`src/rtl/spi_master_ram_ctrl_pkg.sv`:
```
// Shared command encodings, FSM states and frame sizing for the SPI RAM master.
// Latency: none (types/constants only); backpressure: not applicable.
package spi_master_ram_ctrl_pkg;

    typedef enum logic [1:0] {
        CMD_WR_ADDR = 2'b00,
        CMD_WR_DATA = 2'b01,
        CMD_RD_ADDR = 2'b10,
        CMD_RD_DATA = 2'b11
    } cmd_e;

    typedef enum logic [2:0] {
        ST_IDLE,
        ST_SEL,
        ST_SHIFT_OUT,
        ST_WAIT_RD,
        ST_SHIFT_IN,
        ST_GAP
    } state_e;

    localparam int CMD_W     = 2;
    localparam int FRAME_LEN = 10;

    // One counter serves every phase, so it must reach the longest terminal count.
    function automatic int cnt_width(input int data_w, input int rd_wait, input int gap);
        int m;
        m = FRAME_LEN;
        if (CMD_W + data_w > m) m = CMD_W + data_w;
        if (rd_wait > m)        m = rd_wait;
        if (gap > m)            m = gap;
        return $clog2(m + 1);
    endfunction

endpackage

```
`src/rtl/spi_master_ram_ctrl_if.sv`:
```
// Host-side request/response bundle of the SPI RAM master.
// Latency: wires only; backpressure: start is ignored while busy is high.
interface spi_master_ram_ctrl_if #(
    parameter int DATA_W = 8
) ();
    logic              start;
    logic [1:0]        cmd;
    logic [DATA_W-1:0] tx_data;
    logic              busy;
    logic              done;
    logic [DATA_W-1:0] rx_data;
    logic              rx_valid;

    modport master (output start, cmd, tx_data, input busy, done, rx_data, rx_valid);
    modport slave  (input start, cmd, tx_data, output busy, done, rx_data, rx_valid);
endinterface

```
`src/rtl/spi_master_ram_ctrl_shift_reg.sv`:
```
// Parallel-load, left-shift register with serial input; MSB is the serial output.
// Latency: one cycle per load/shift; backpressure: none, load wins over shift.
module spi_shift_reg #(
    parameter int W = 8
) (
    input  logic         clk,
    input  logic         rst,
    input  logic         load,
    input  logic [W-1:0] din,
    input  logic         shift,
    input  logic         sin,
    output logic [W-1:0] q
);

    always_ff @(posedge clk) begin
        if (rst) begin
            q <= '0;
        end else if (load) begin
            q <= din;
        end else if (shift) begin
            q <= {q[W-2:0], sin};
        end
    end

endmodule

```
`src/rtl/spi_master_ram_ctrl.sv`:
```
// SPI master framing {cmd,tx_data} onto SS_n/MOSI and reading a byte back from MISO for cmd 11.
// Latency: done 11+GAP edges after start (writes), 18+RD_WAIT+GAP (read-data); start ignored while busy.
module spi_master_ram_ctrl
    import spi_master_ram_ctrl_pkg::*;
#(
    parameter int DATA_W  = 8,
    parameter int RD_WAIT = 2,
    parameter int GAP     = 1
) (
    input  logic                  clk,
    input  logic                  rst,
    spi_master_ram_ctrl_if.slave  host,
    output logic                  SS_n,
    output logic                  MOSI,
    input  logic                  MISO
);

    localparam int TX_W = CMD_W + DATA_W;
    localparam int CW   = cnt_width(DATA_W, RD_WAIT, GAP);

    state_e            state;
    cmd_e              cmd_q;
    logic [CW-1:0]     cnt;
    logic              busy_q;
    logic              done_q;
    logic              rxv_q;
    logic [DATA_W-1:0] rx_q;
    logic [TX_W-1:0]   tx_q;
    logic [DATA_W-1:0] rx_sr;
    logic              tx_load;
    logic              tx_shift;
    logic              rx_shift;
    logic              unused_tx;

    assign unused_tx = ^tx_q[TX_W-2:0];

    always_comb begin
        tx_load  = (state == ST_IDLE) && host.start;
        tx_shift = (state == ST_SEL) || ((state == ST_SHIFT_OUT) && (cnt != CW'(TX_W)));
        // First MISO sample is taken on the edge that leaves WAIT_RD.
        rx_shift = ((state == ST_WAIT_RD) && (cnt == CW'(RD_WAIT - 1))) || (state == ST_SHIFT_IN);
    end

    spi_shift_reg #(.W(TX_W)) u_tx_sr (
        .clk   (clk),
        .rst   (rst),
        .load  (tx_load),
        .din   ({host.cmd, host.tx_data}),
        .shift (tx_shift),
        .sin   (1'b0),
        .q     (tx_q)
    );

    spi_shift_reg #(.W(DATA_W)) u_rx_sr (
        .clk   (clk),
        .rst   (rst),
        .load  (1'b0),
        .din   ('0),
        .shift (rx_shift),
        .sin   (MISO),
        .q     (rx_sr)
    );

    always_ff @(posedge clk) begin
        if (rst) begin
            state  <= ST_IDLE;
            cmd_q  <= CMD_WR_ADDR;
            cnt    <= '0;
            SS_n   <= 1'b1;
            MOSI   <= 1'b0;
            busy_q <= 1'b0;
            done_q <= 1'b0;
            rxv_q  <= 1'b0;
            rx_q   <= '0;
        end else begin
            done_q <= 1'b0;
            rxv_q  <= 1'b0;
            case (state)
                ST_IDLE: begin
                    if (host.start) begin
                        cmd_q  <= cmd_e'(host.cmd);
                        SS_n   <= 1'b0;
                        MOSI   <= host.cmd[1];
                        busy_q <= 1'b1;
                        state  <= ST_SEL;
                    end
                end
                ST_SEL: begin
                    MOSI  <= tx_q[TX_W-1];
                    cnt   <= CW'(1);
                    state <= ST_SHIFT_OUT;
                end
                ST_SHIFT_OUT: begin
                    if (cnt == CW'(TX_W)) begin
                        MOSI <= 1'b0;
                        cnt  <= '0;
                        if (cmd_q == CMD_RD_DATA) begin
                            state <= ST_WAIT_RD;
                        end else begin
                            SS_n  <= 1'b1;
                            state <= ST_GAP;
                        end
                    end else begin
                        MOSI <= tx_q[TX_W-1];
                        cnt  <= cnt + 1'b1;
                    end
                end
                ST_WAIT_RD: begin
                    if (cnt == CW'(RD_WAIT - 1)) begin
                        cnt   <= CW'(1);
                        state <= ST_SHIFT_IN;
                    end else begin
                        cnt <= cnt + 1'b1;
                    end
                end
                ST_SHIFT_IN: begin
                    if (cnt == CW'(DATA_W - 1)) begin
                        cnt   <= '0;
                        SS_n  <= 1'b1;
                        state <= ST_GAP;
                    end else begin
                        cnt <= cnt + 1'b1;
                    end
                end
                ST_GAP: begin
                    if (cnt == CW'(GAP - 1)) begin
                        cnt    <= '0;
                        busy_q <= 1'b0;
                        done_q <= 1'b1;
                        state  <= ST_IDLE;
                        if (cmd_q == CMD_RD_DATA) begin
                            rxv_q <= 1'b1;
                            rx_q  <= rx_sr;
                        end
                    end else begin
                        cnt <= cnt + 1'b1;
                    end
                end
                default: state <= ST_IDLE;
            endcase
        end
    end

    assign host.busy     = busy_q;
    assign host.done     = done_q;
    assign host.rx_valid = rxv_q;
    assign host.rx_data  = rx_q;

endmodule

```
`src/flat_wrapper.sv`:
```
// flat-port wrapper written by rule: the top's interface ports become plain ports
module spi_master_ram_ctrl_flat import spi_master_ram_ctrl_pkg::*;
#(
    parameter int DATA_W  = 8,
    parameter int RD_WAIT = 2,
    parameter int GAP     = 1
)
  (clk, rst, SS_n, MOSI, MISO, host_start, host_cmd, host_tx_data, host_busy, host_done, host_rx_data, host_rx_valid);
  spi_master_ram_ctrl_if #(.DATA_W(DATA_W)) host_i ();
  input  logic clk;
  input  logic rst;
  output logic SS_n;
  output logic MOSI;
  input  logic MISO;
  input wire logic [$bits(host_i.start)-1:0] host_start;
  input wire logic [$bits(host_i.cmd)-1:0] host_cmd;
  input wire logic [$bits(host_i.tx_data)-1:0] host_tx_data;
  output wire logic [$bits(host_i.busy)-1:0] host_busy;
  output wire logic [$bits(host_i.done)-1:0] host_done;
  output wire logic [$bits(host_i.rx_data)-1:0] host_rx_data;
  output wire logic [$bits(host_i.rx_valid)-1:0] host_rx_valid;
  assign host_i.start = host_start;
  assign host_i.cmd = host_cmd;
  assign host_i.tx_data = host_tx_data;
  assign host_busy = host_i.busy;
  assign host_done = host_i.done;
  assign host_rx_data = host_i.rx_data;
  assign host_rx_valid = host_i.rx_valid;
  spi_master_ram_ctrl #(.DATA_W(DATA_W), .RD_WAIT(RD_WAIT), .GAP(GAP)) u_core (.clk(clk), .rst(rst), .host(host_i), .SS_n(SS_n), .MOSI(MOSI), .MISO(MISO));
endmodule
```
`config.mk`:
```
export PLATFORM = sky130hd
export DESIGN_NAME = spi_master_ram_ctrl_flat
export DESIGN_NICKNAME = d
export VERILOG_FILES = /design/src/rtl/spi_master_ram_ctrl_pkg.sv /design/src/rtl/spi_master_ram_ctrl_if.sv /design/src/rtl/spi_master_ram_ctrl_shift_reg.sv /design/src/rtl/spi_master_ram_ctrl.sv /design/src/flat_wrapper.sv
export SDC_FILE = /design/constraint.sdc
export NUM_CORES = 1
export LEC_CHECK = 0
export BUFFER_PORTS_ARGS = -buffer_cell sky130_fd_sc_hd__buf_2
export CAP_MARGIN = 20
export CORE_ASPECT_RATIO = 1.25
export CORE_UTILIZATION = 47
export CTS_CLUSTER_DIAMETER = 30
export DETAILED_ROUTE_END_ITERATION = 8
export GPL_ROUTABILITY_DRIVEN = 0
export GPL_TIMING_DRIVEN = 1
export PLACE_DENSITY = 0.68
export SLEW_MARGIN = 20
export SYNTH_ARGS = -nofsm -noshare
export SYNTH_HDL_FRONTEND = slang
export SYNTH_SLANG_ARGS = --single-unit
```
`constraint.sdc`:
```
create_clock -name clk -period 2.25 [get_ports clk]
set_input_delay 0 -clock clk [delete_from_list [all_inputs] [get_ports clk]]
set_output_delay 0 -clock clk [all_outputs]
set_load 0.005 [all_outputs]
```
# [Word level (Yosys, flattened, before mapping)]
# Cells that the tools add are included.
[classes] eq_ne=16 n_reduce_logical=20 bitwise=2 mux=27 n_addsub=1
[op_table] cell="$mux W10" count=2
[op_table] cell="$pmux W4 S5" count=1
[op_table] cell="$mux W3" count=6
[op_table] cell="$pmux W3 S6" count=1
[op_table] cell="$mux W4" count=4
[op_table] cell="$mux W1" count=10
[op_table] cell="$ne A2 B2 Y1 const B" count=5
[op_table] cell="$reduce_and A5 Y1" count=2
[op_table] cell="$eq A3 B2 Y1 const B" count=2
[op_table] cell="$eq A3 B3 Y1 const B" count=2
[op_table] cell="$pmux W1 S3" count=2
[op_table] cell="$reduce_and A3 Y1" count=2
[op_table] cell="$reduce_bool A3 Y1" count=2
[op_table] cell="$reduce_bool A5 Y1" count=1
[op_table] cell="$add A4 B1 Y4 const B" count=1
[op_table] cell="$eq A4 B1 Y1 const B" count=1
[op_table] cell="$eq A4 B3 Y1 const B" count=1
[op_table] cell="$eq A4 B4 Y1 const B" count=1
[op_table] cell="$logic_not A4 Y1" count=1
[op_table] cell="$ne A4 B4 Y1 const B" count=1
[op_table] cell="$reduce_and A2 Y1" count=2
[op_table] cell="$reduce_bool A2 Y1" count=2
[op_table] cell="$eq A3 B1 Y1 const B" count=1
[op_table] cell="$logic_and A1 B1 Y1" count=3
[op_table] cell="8 further kinds" count=10
[totals] register_bits=40 elab_cells=77 inputBits=14 output_inout_bits=13

# [Depth between registers and ports, before layout]
# Gate-level depths: netlist of the first run.
[logic_depth] depth_word=5 ltp_mapped=7 mapped_depth_nobuf=6

# [Modules after synthesis]
# Synthesis of the first run repeated with hierarchy kept, for this count alone.
[hier_totals] cells_unflattened=219 area_unflattened_um2=2083.2
[by_module_without_submodules] mod="spi_master_ram_ctrl" area_each_um2=1253.7 n_inst=1 seq_area_each_um2=440.4 cells_each=140
[by_module_without_submodules] mod="spi_shift_reg (u_core.u_tx_sr)" area_each_um2=460.4 n_inst=1 seq_area_each_um2=200.2 cells_each=44
[by_module_without_submodules] mod="spi_shift_reg (u_core.u_rx_sr)" area_each_um2=369.1 n_inst=1 seq_area_each_um2=160.2 cells_each=35

# [Least setup slack after synthesis of the first run]
# No wires, ideal clock.
[synth_path] kind="reg-to-reg" start="register u_core.cnt[0]" end="register u_core.u_tx_sr.q[1]" setup_slack_ns=0.506 required_ns=2.147 n_path_buf=1 setup_time_ns=0.103 stages_incl_launch_ff=8 t_arrival_ns=1.641 synth_period_minus_slack_ns=1.744 cell_sequence="dfxtp_1 inv_1 ha_1 and3b_1 o21a_1 or2_0 buf_4 a2111oi_2"
[synth_via] elab_chain_cells=4
[synth_lines] item="from (decl)" line="spi_master_ram_ctrl.sv:23" text="logic [CW-1:0] cnt;"
[synth_lines] item="from (signal assigned)" line="spi_master_ram_ctrl.sv:105" text="cnt <= cnt + 1'b1;"
[synth_lines] item="from (signal assigned)" line="spi_master_ram_ctrl.sv:113" text="cnt <= cnt + 1'b1;"
[synth_lines] item="from (signal assigned)" line="spi_master_ram_ctrl.sv:122" text="cnt <= cnt + 1'b1;"
[synth_lines] item="$ne A4 B4 Y1" line="spi_master_ram_ctrl.sv:39" text="tx_shift = (state == ST_SEL) || ((state == ST_SHIFT_OUT) && (cnt != CW'(TX_W)));"
[synth_lines] item="$logic_and A1 B1 Y1" line="spi_master_ram_ctrl.sv:39"
[synth_lines] item="$logic_or A1 B1 Y1" line="spi_master_ram_ctrl.sv:39"
[synth_lines] item="$reduce_bool A2 Y1 (no source line)"
[synth_lines] item="to (signal assigned)" line="spi_master_ram_ctrl_shift_reg.sv:19" text="q <= din;"
[synth_lines] item="to (signal assigned)" line="spi_master_ram_ctrl_shift_reg.sv:21" text="q <= {q[W-2:0], sin};"
[synth_lines] item="to (decl)" line="spi_master_ram_ctrl_shift_reg.sv:12" text="output logic [W-1:0] q"
# No other way between the ends.
# A chain may end at the register's enable or synchronous reset.

# [Final worst setup path of the first run]
[layout_path] start="register u_core.cnt[0]" end="register u_core.u_tx_sr.q[2]"
# The elaborated chain is that of the path after synthesis.

==> results of run 1 <==
[stage by stage]
stage	utilization	power [uW]	hold WS [ns]	setup WS (ns)	area, um^2
3_5_place_dp	0.533	2250	0.250	0.365	2200
5_1_grt	0.572	3060	0.0278	0.198	2360
6_report	0.572	2870	0.0236	0.353	2360
3_3_place_gp	0.533	2230	0.244	0.429	2200
2_1_floorplan	-	2030	0.136	0.506	2030
4_1_cts	0.572	2890	0.0208	0.348	2360
[cell usage in the layout (no fill, tap or decap), types with 2 or more instances in the layout]
cell type       n
or3_1           2
nand3b_1        2
nand3_1         2
nand2_1        13
o21ba_2         2
and3b_1         2
dfxtp_1        40
nor4_1         10
nor3_1          3
dlygate4sd3_1   4
inv_1           5
o22ai_1         2
a211oi_1        2
o21ai_0         3
ha_1            4
nand2b_1        4
buf_4           9
nor2_1         40
o311a_1         2
clkbuf_8        6
nor3b_1         2
nor2b_1         3
o211ai_1        2
a21oi_1        14
mux2i_1        16
buf_2          26
a2111oi_2       9
[per-layer routing]
layer,global-route usage,vias to the layer above
li1,-,854
met2,0.336,29
met4,0.0682,0
met5,0,-
met1,0.252,795
met3,0.0407,4
[cell usage after synthesis (2+ instances only)]
| cell type | number | area [um^2] |
|---|---|---|
| o21ai_0 | 3 | 15.0 |
| nand3_1 | 2 | 10.0 |
| o311a_1 | 2 | 20.0 |
| nor4_1 | 10 | 62.6 |
| inv_1 | 5 | 18.8 |
| nand3b_1 | 2 | 15.0 |
| buf_1 | 3 | 11.3 |
| nor2b_1 | 3 | 18.8 |
| o21ba_2 | 2 | 20.0 |
| clkbuf_1 | 3 | 11.3 |
| a211oi_1 | 2 | 15.0 |
| mux2i_1 | 16 | 160 |
| buf_2 | 6 | 30.0 |
| and3b_1 | 2 | 17.5 |
| a21oi_1 | 14 | 70.1 |
| nor2_1 | 40 | 150 |
| dfxtp_1 | 40 | 801 |
| nand2_1 | 13 | 48.8 |
| nand2b_1 | 4 | 25.0 |
| ha_1 | 4 | 50.1 |
| or3_1 | 2 | 12.5 |
| o211ai_1 | 2 | 15.0 |
| nor3_1 | 3 | 15.0 |
| a2111oi_2 | 9 | 135 |
| o22ai_1 | 2 | 12.5 |
| nor3b_1 | 2 | 15.0 |
| buf_4 | 5 | 37.5 |
[what timing repair did]
item	CTS	global route
hold buffers	4	0
hold endpoints to repair	4	0
endpoints found under the setup margin	0	0
[worst max-delay path: stages, from the launching register on]
cell       delay [ns]
dfxtp_1          0.38
inv_1            0.12
ha_1             0.21
and3b_1          0.21
o21a_1           0.20
or2_0            0.19
buf_4            0.19
a2111oi_2        0.30
[path summary, 6_finish.rpt]
check / cells after the start / from / end / slack [ns]
setup / recovery: 7 / u_core.cnt[0]$_SDFFE_PP0P_ / u_core.u_tx_sr.q[2]$_SDFFE_PP0P_ / 0.35
setup reg to reg: 7 / u_core.cnt[0]$_SDFFE_PP0P_ / u_core.u_tx_sr.q[2]$_SDFFE_PP0P_ / 0.35
hold reg to reg: 2 / u_core.cmd_q[0]$_SDFFE_PP0P_ / u_core.cmd_q[0]$_SDFFE_PP0P_ / 0.46
hold / removal: 3 / host_tx_data[1] / u_core.u_tx_sr.q[1]$_SDFFE_PP0P_ / 0.02
[power by group through the flow]
stage / logic, uW / clock network [uW] / registers (uW)
finish: 1270 / 627 / 972
global route: 1400 / 668 / 990
CTS: 1280 / 637 / 971
detailed placement: 1260 / 0 / 985
global placement: 1250 / 0 / 980
floorplan: 1110 / 0 / 917
[area by class of cell]
cell class                      instances  area (um^2)  share of cell area
Clock buffer                            6         82.6              0.0350
Inverter                                5         18.8             0.00794
Tap cell                               56         70.1              0.0297
Clock inverter                          2         38.8              0.0164
Multi-Input combinational cell        158         1110               0.471
Timing Repair Buffer                   39          238               0.101
Sequential cell                        40          801               0.339
[registers in the layout, summed over array words and instances, names as in the netlist]
register and flops:
u_core.MOSI 1, u_core.SS_n 1, u_core.cmd_q 2, u_core.cnt 4, u_core.host.busy 1, u_core.host.done 1
u_core.host.rx_data 8, u_core.host.rx_valid 1, u_core.state 3, u_core.u_rx_sr.q 8, u_core.u_tx_sr.q 10
[cells by family (layout without fill, tap and decap cells)]
| group | after synthesis | in the layout |
|---|---|---|
| and+or+nand+nor | 92 | 92 |
| AOI/OAI and AO/OA | 46 | 46 |
| DFF | 40 | 40 |
| buffers and inverters | 23 | 52 |
| muxes | 16 | 16 |
| adders and majority gates | 4 | 4 |
==> metrics, run 1 <==
H-tree depth=2; Num CTS Buffers=5; Max Clock Skew=0.00590 ns; post-synthesis cell count=221; CP arrival=2.09 ns; Compound-Gate Fraction of Synth Area=0.198; Mean Syn Cell Area=9.21 um^2; pin count of the biggest net entering global routing=32; leakage power=0.000968 uW; period utilization=0.843; RSZ-0062 raised after global routing=false; Root Buffer=clkbuf_8; Clock Latency Late Sink=0.30 ns; Antenna diodes=0; Post-Synth Adder-Cell Area=0.0246; main combinational cell family by area after synthesis=simple AND/OR/NAND/NOR gates; input/output buffers=26; critical path class=flip-flop to flip-flop; vias post-DR=1682; Highest Signal Layer=met4; GRT Total Usage=0.199; final cell count without fillers=306; critical path fanouts, max=9; Mapped Area=2030 um^2; hpwl dp=2800 um; Cell Rows=26; met3 WL=122 um; final slew viol count=0; Core ar.=4130 um^2; antenna-violating nets left=0; nets@finish=267; Internal=1750 uW; Worst Tran Pin Value=0.633 ns; # Post-CTS Setup Buffers=0; CTS Buffer Depth=2; Met2 Wirelength=2030 um; Synth Register Bits=40; post-CTS resize count=0; Final setup viols=0; Startpoint Class=flip-flop; fillers=396; DIE WIDTH=60.8 um; Detailed Route Iter0 Violations=55; total gr overflow=0; clock share of power=0.218; synthesis-to-layout area growth=16.1%; VDD IR max=0.719 mV; Synth Warn #=0; die area=4600 um^2; post-DR vias/cell=5.50; Critical Path RT=2.44 ns; status=finished clean; total routed wirelength=4110 um; number of flops mapped to enable cells by yosys=0; simple-gate share of the synthesized area=0.246; Clock Sink Count=40; DP Cell Count=294; WL per Instance=13.4 um; pwr/cell area=1220 nW/um^2; Post-Synth XOR/XNOR Area=0; Tmin final=1.90 ns; clk slew on worst S/H paths=0.08 ns; max-cap violations=0; Flop pwr share=0.338; Setup TNS=0 ns; multiplexer area fraction after synthesis=0.0787; Ports=27; DRC Markers=0; initial antenna violation count=0; CP Capture Type=flip-flop; WL met1=1920 um; number of distinct library cells after synthesis=47; share of layout cells above drive strength 1=0.248; Async SR Flop Fraction=0; Die Span Y=75.6 um; Slew headroom=0.577; DR pass1 iterations=4; Max Clk Rate=527 MHz; CTS tree=done; Initial Utilization=0.492; Top FF cell, synth=dfxtp_1; HP Class=input port to flip-flop; switching power=1130 uW; number of hold violations in the final report=0; Gate power share=0.443; syn nets=239; Seq/Total Area, Yosys=0.394; fraction of power spent switching nets=0.392; vias in the first global route=1469; global-route wire length before repair=6780 um
(Power assumes the default switching activity.)
==> run 2: changes to the inputs <==
==> constraint.sdc (replaced) <==
create_clock -name clk -period 1.9 [get_ports clk]
set_input_delay 0 -clock clk [delete_from_list [all_inputs] [get_ports clk]]
set_output_delay 0 -clock clk [all_outputs]
set_load 0.005 [all_outputs]
==> run 2 against run 1 <==
Sequential power rose by 17%. Clock skew fell by 0.0018 ns. First-iteration DRC count rose by 5.5%. Non-clock buffer count rose by 9. Register-to-register slack got worse by 0.27 ns. Core utilization rose by 3.1 points. Power rose by 27%. Die area did not move. Wire length rose by 6.8%. Critical path depth did not move. Worst hold slack improved by 0.0064 ns. Flip-flop and latch count did not move. Largest cell class unchanged.
==> metrics, run 2 (same netlist as run 1, synthesis figures left out) <==
status=finished clean; nets@finish=276; Die Span Y=75.6 um; DRC Markers=0; FF-to-FF path depth=7; Ports=27; DIE WIDTH=60.8 um; Cell Rows=26; register area=801 um^2; critical path class=flip-flop to flip-flop; commonest non-fill, non-tap cells in the layout=nor2_1 (40), dfxtp_1 (40), buf_2 (27); RSZ-0062 raised after global routing=false; die area=4600 um^2; leakage power=0.00103 uW; Max Clock Skew=0.00408 ns; final cell count without fillers=315; vias post-DR=1738; Design Power=3640 uW; H-tree depth=2; Detailed Route Iter0 Violations=58; reg2reg setup slack=0.08 ns; hpwl dp=3090 um; Root Buffer=clkbuf_8; Worst Tran Pin Value=0.460 ns; synthesis-to-layout area growth=22.5%; global-route wire length before repair=7220 um; max-cap violations=0; multi-input logic area=1160 um^2; worst hold path depth=3; worst hold endpoint=u_core.u_tx_sr.q[5]$_SDFFE_PP0P_; initial antenna violation count=0; DP Cell Count=302; CP arrival=2.01 ns; CP Capture Type=flip-flop; vias in the first global route=1630; Antenna diodes=0; GRT Total Usage=0.209; Clock Latency Late Sink=0.29 ns; Worst R2R End=u_core.u_tx_sr.q[2]$_SDFFE_PP0P_; number of hold violations in the final report=0; share of layout cells above drive strength 1=0.297; DR pass1 iterations=5; CTS tree=done; clk slew on worst S/H paths=0.08 ns; final slew viol count=0; Initial Utilization=0.492; pwr/cell area=1460 nW/um^2; Max Clk Rate=549 MHz; Setup TNS=0 ns; total routed wirelength=4390 um; post-DR vias/cell=5.52; Clock Sink Count=40; antenna-violating nets left=0; Top reg by flops=u_core.u_tx_sr.q; Slew headroom=0.691; Core ar.=4130 um^2; HP Class=input port to flip-flop; critical path fanouts, max=4; Startpoint Class=flip-flop; Tmin final=1.82 ns; total gr overflow=0; hold path startpoint=host_tx_data[5]; CTS Buffer Depth=2; WL per Instance=13.9 um; fillers=389; R2R Path Start=u_core.cnt[0]$_SDFFE_PP0P_; pin count of the biggest net entering global routing=26; Final setup viols=0; Num CTS Buffers=5; input/output buffers=26; period utilization=0.958; VDD IR max=0.972 mV; max FFs per register=10; Critical Path RT=2.09 ns
==> run 2: cell types whose count changed in the layout (fill, tap and decap cells not counted), sizes merged <==
cell,before,now
buf,35,44
==> run 2: cell type report <==
| class | count | share of cell area |
|---|---|---|
| flip-flops and latches | 40 | 0.321 |
| repair buffers | 48 | 0.128 |
| clock inverters | 2 | 0.0156 |
| inverters | 5 | 0.00753 |
| well taps | 56 | 0.0281 |
| multi-input cells | 158 | 0.466 |
| clock buffers | 6 | 0.0331 |
==> run 2: through the flow <==
step,cell area [um^2],setup WS (ns),hold slack [ns],utilization
3_5_place_dp,2270,0.0342,0.253,0.550
4_1_cts,2430,0.0135,0.0232,0.589
2_1_floorplan,2030,0.156,0.136,-
6_report,2490,0.0789,0.0299,0.603
3_3_place_gp,2270,0.0614,0.246,0.550
5_1_grt,2490,0.00107,0.0311,0.603
==> run 2: repair_timing <==
item	4_1_cts	5_1_grt
setup buffers	0	0
resized for setup	0	11
setup endpoints to repair	0	17
hold endpoints to repair	4	0
hold buffers	4	0
==> run 2: how the worst max path moves through the flow <==
stage,start,slack [ns],depth (start not counted),end
2_1_floorplan,u_core.cnt[0]$_SDFFE_PP0P_,0.16,7,u_core.u_tx_sr.q[1]$_SDFFE_PP0P_
3_3_place_gp,u_core.cnt[0]$_SDFFE_PP0P_,0.06,6,u_core.cnt[2]$_SDFFE_PP0P_
3_5_place_dp,u_core.state[2]$_SDFFE_PP0P_,0.03,5,u_core.u_rx_sr.q[1]$_SDFFE_PP0P_
4_1_cts,u_core.cnt[0]$_SDFFE_PP0P_,0.01,7,u_core.u_tx_sr.q[1]$_SDFFE_PP0P_
5_1_grt,u_core.state[2]$_SDFFE_PP0P_,0.001,5,u_core.cnt[2]$_SDFFE_PP0P_
6_report,u_core.cnt[0]$_SDFFE_PP0P_,0.08,7,u_core.u_tx_sr.q[2]$_SDFFE_PP0P_
==> run 2: layer usage <==
| metal | GRT usage | vias to the layer above | wire (um) |
|---|---|---|---|
| met5 | 0 | - | 0 |
| met4 | 0.104 | 0 | 102 |
| met3 | 0.0424 | 9 | 160 |
| met2 | 0.343 | 48 | 2200 |
| met1 | 0.260 | 810 | 1930 |
| li1 | - | 871 | - |
==> run 2: power breakdown <==
part	total, uW	internal, uW	switching, uW
logic	1770	809	964
clock network	731	430	301
registers	1140	1000	136
==> run 2: worst max-delay path, cell delays in order (launching register included) <==
cell	delay, ns
dfxtp_1	0.35
inv_2	0.06
ha_1	0.18
and3b_2	0.23
o21a_1	0.19
or2_1	0.24
buf_2	0.17
a2111oi_2	0.29
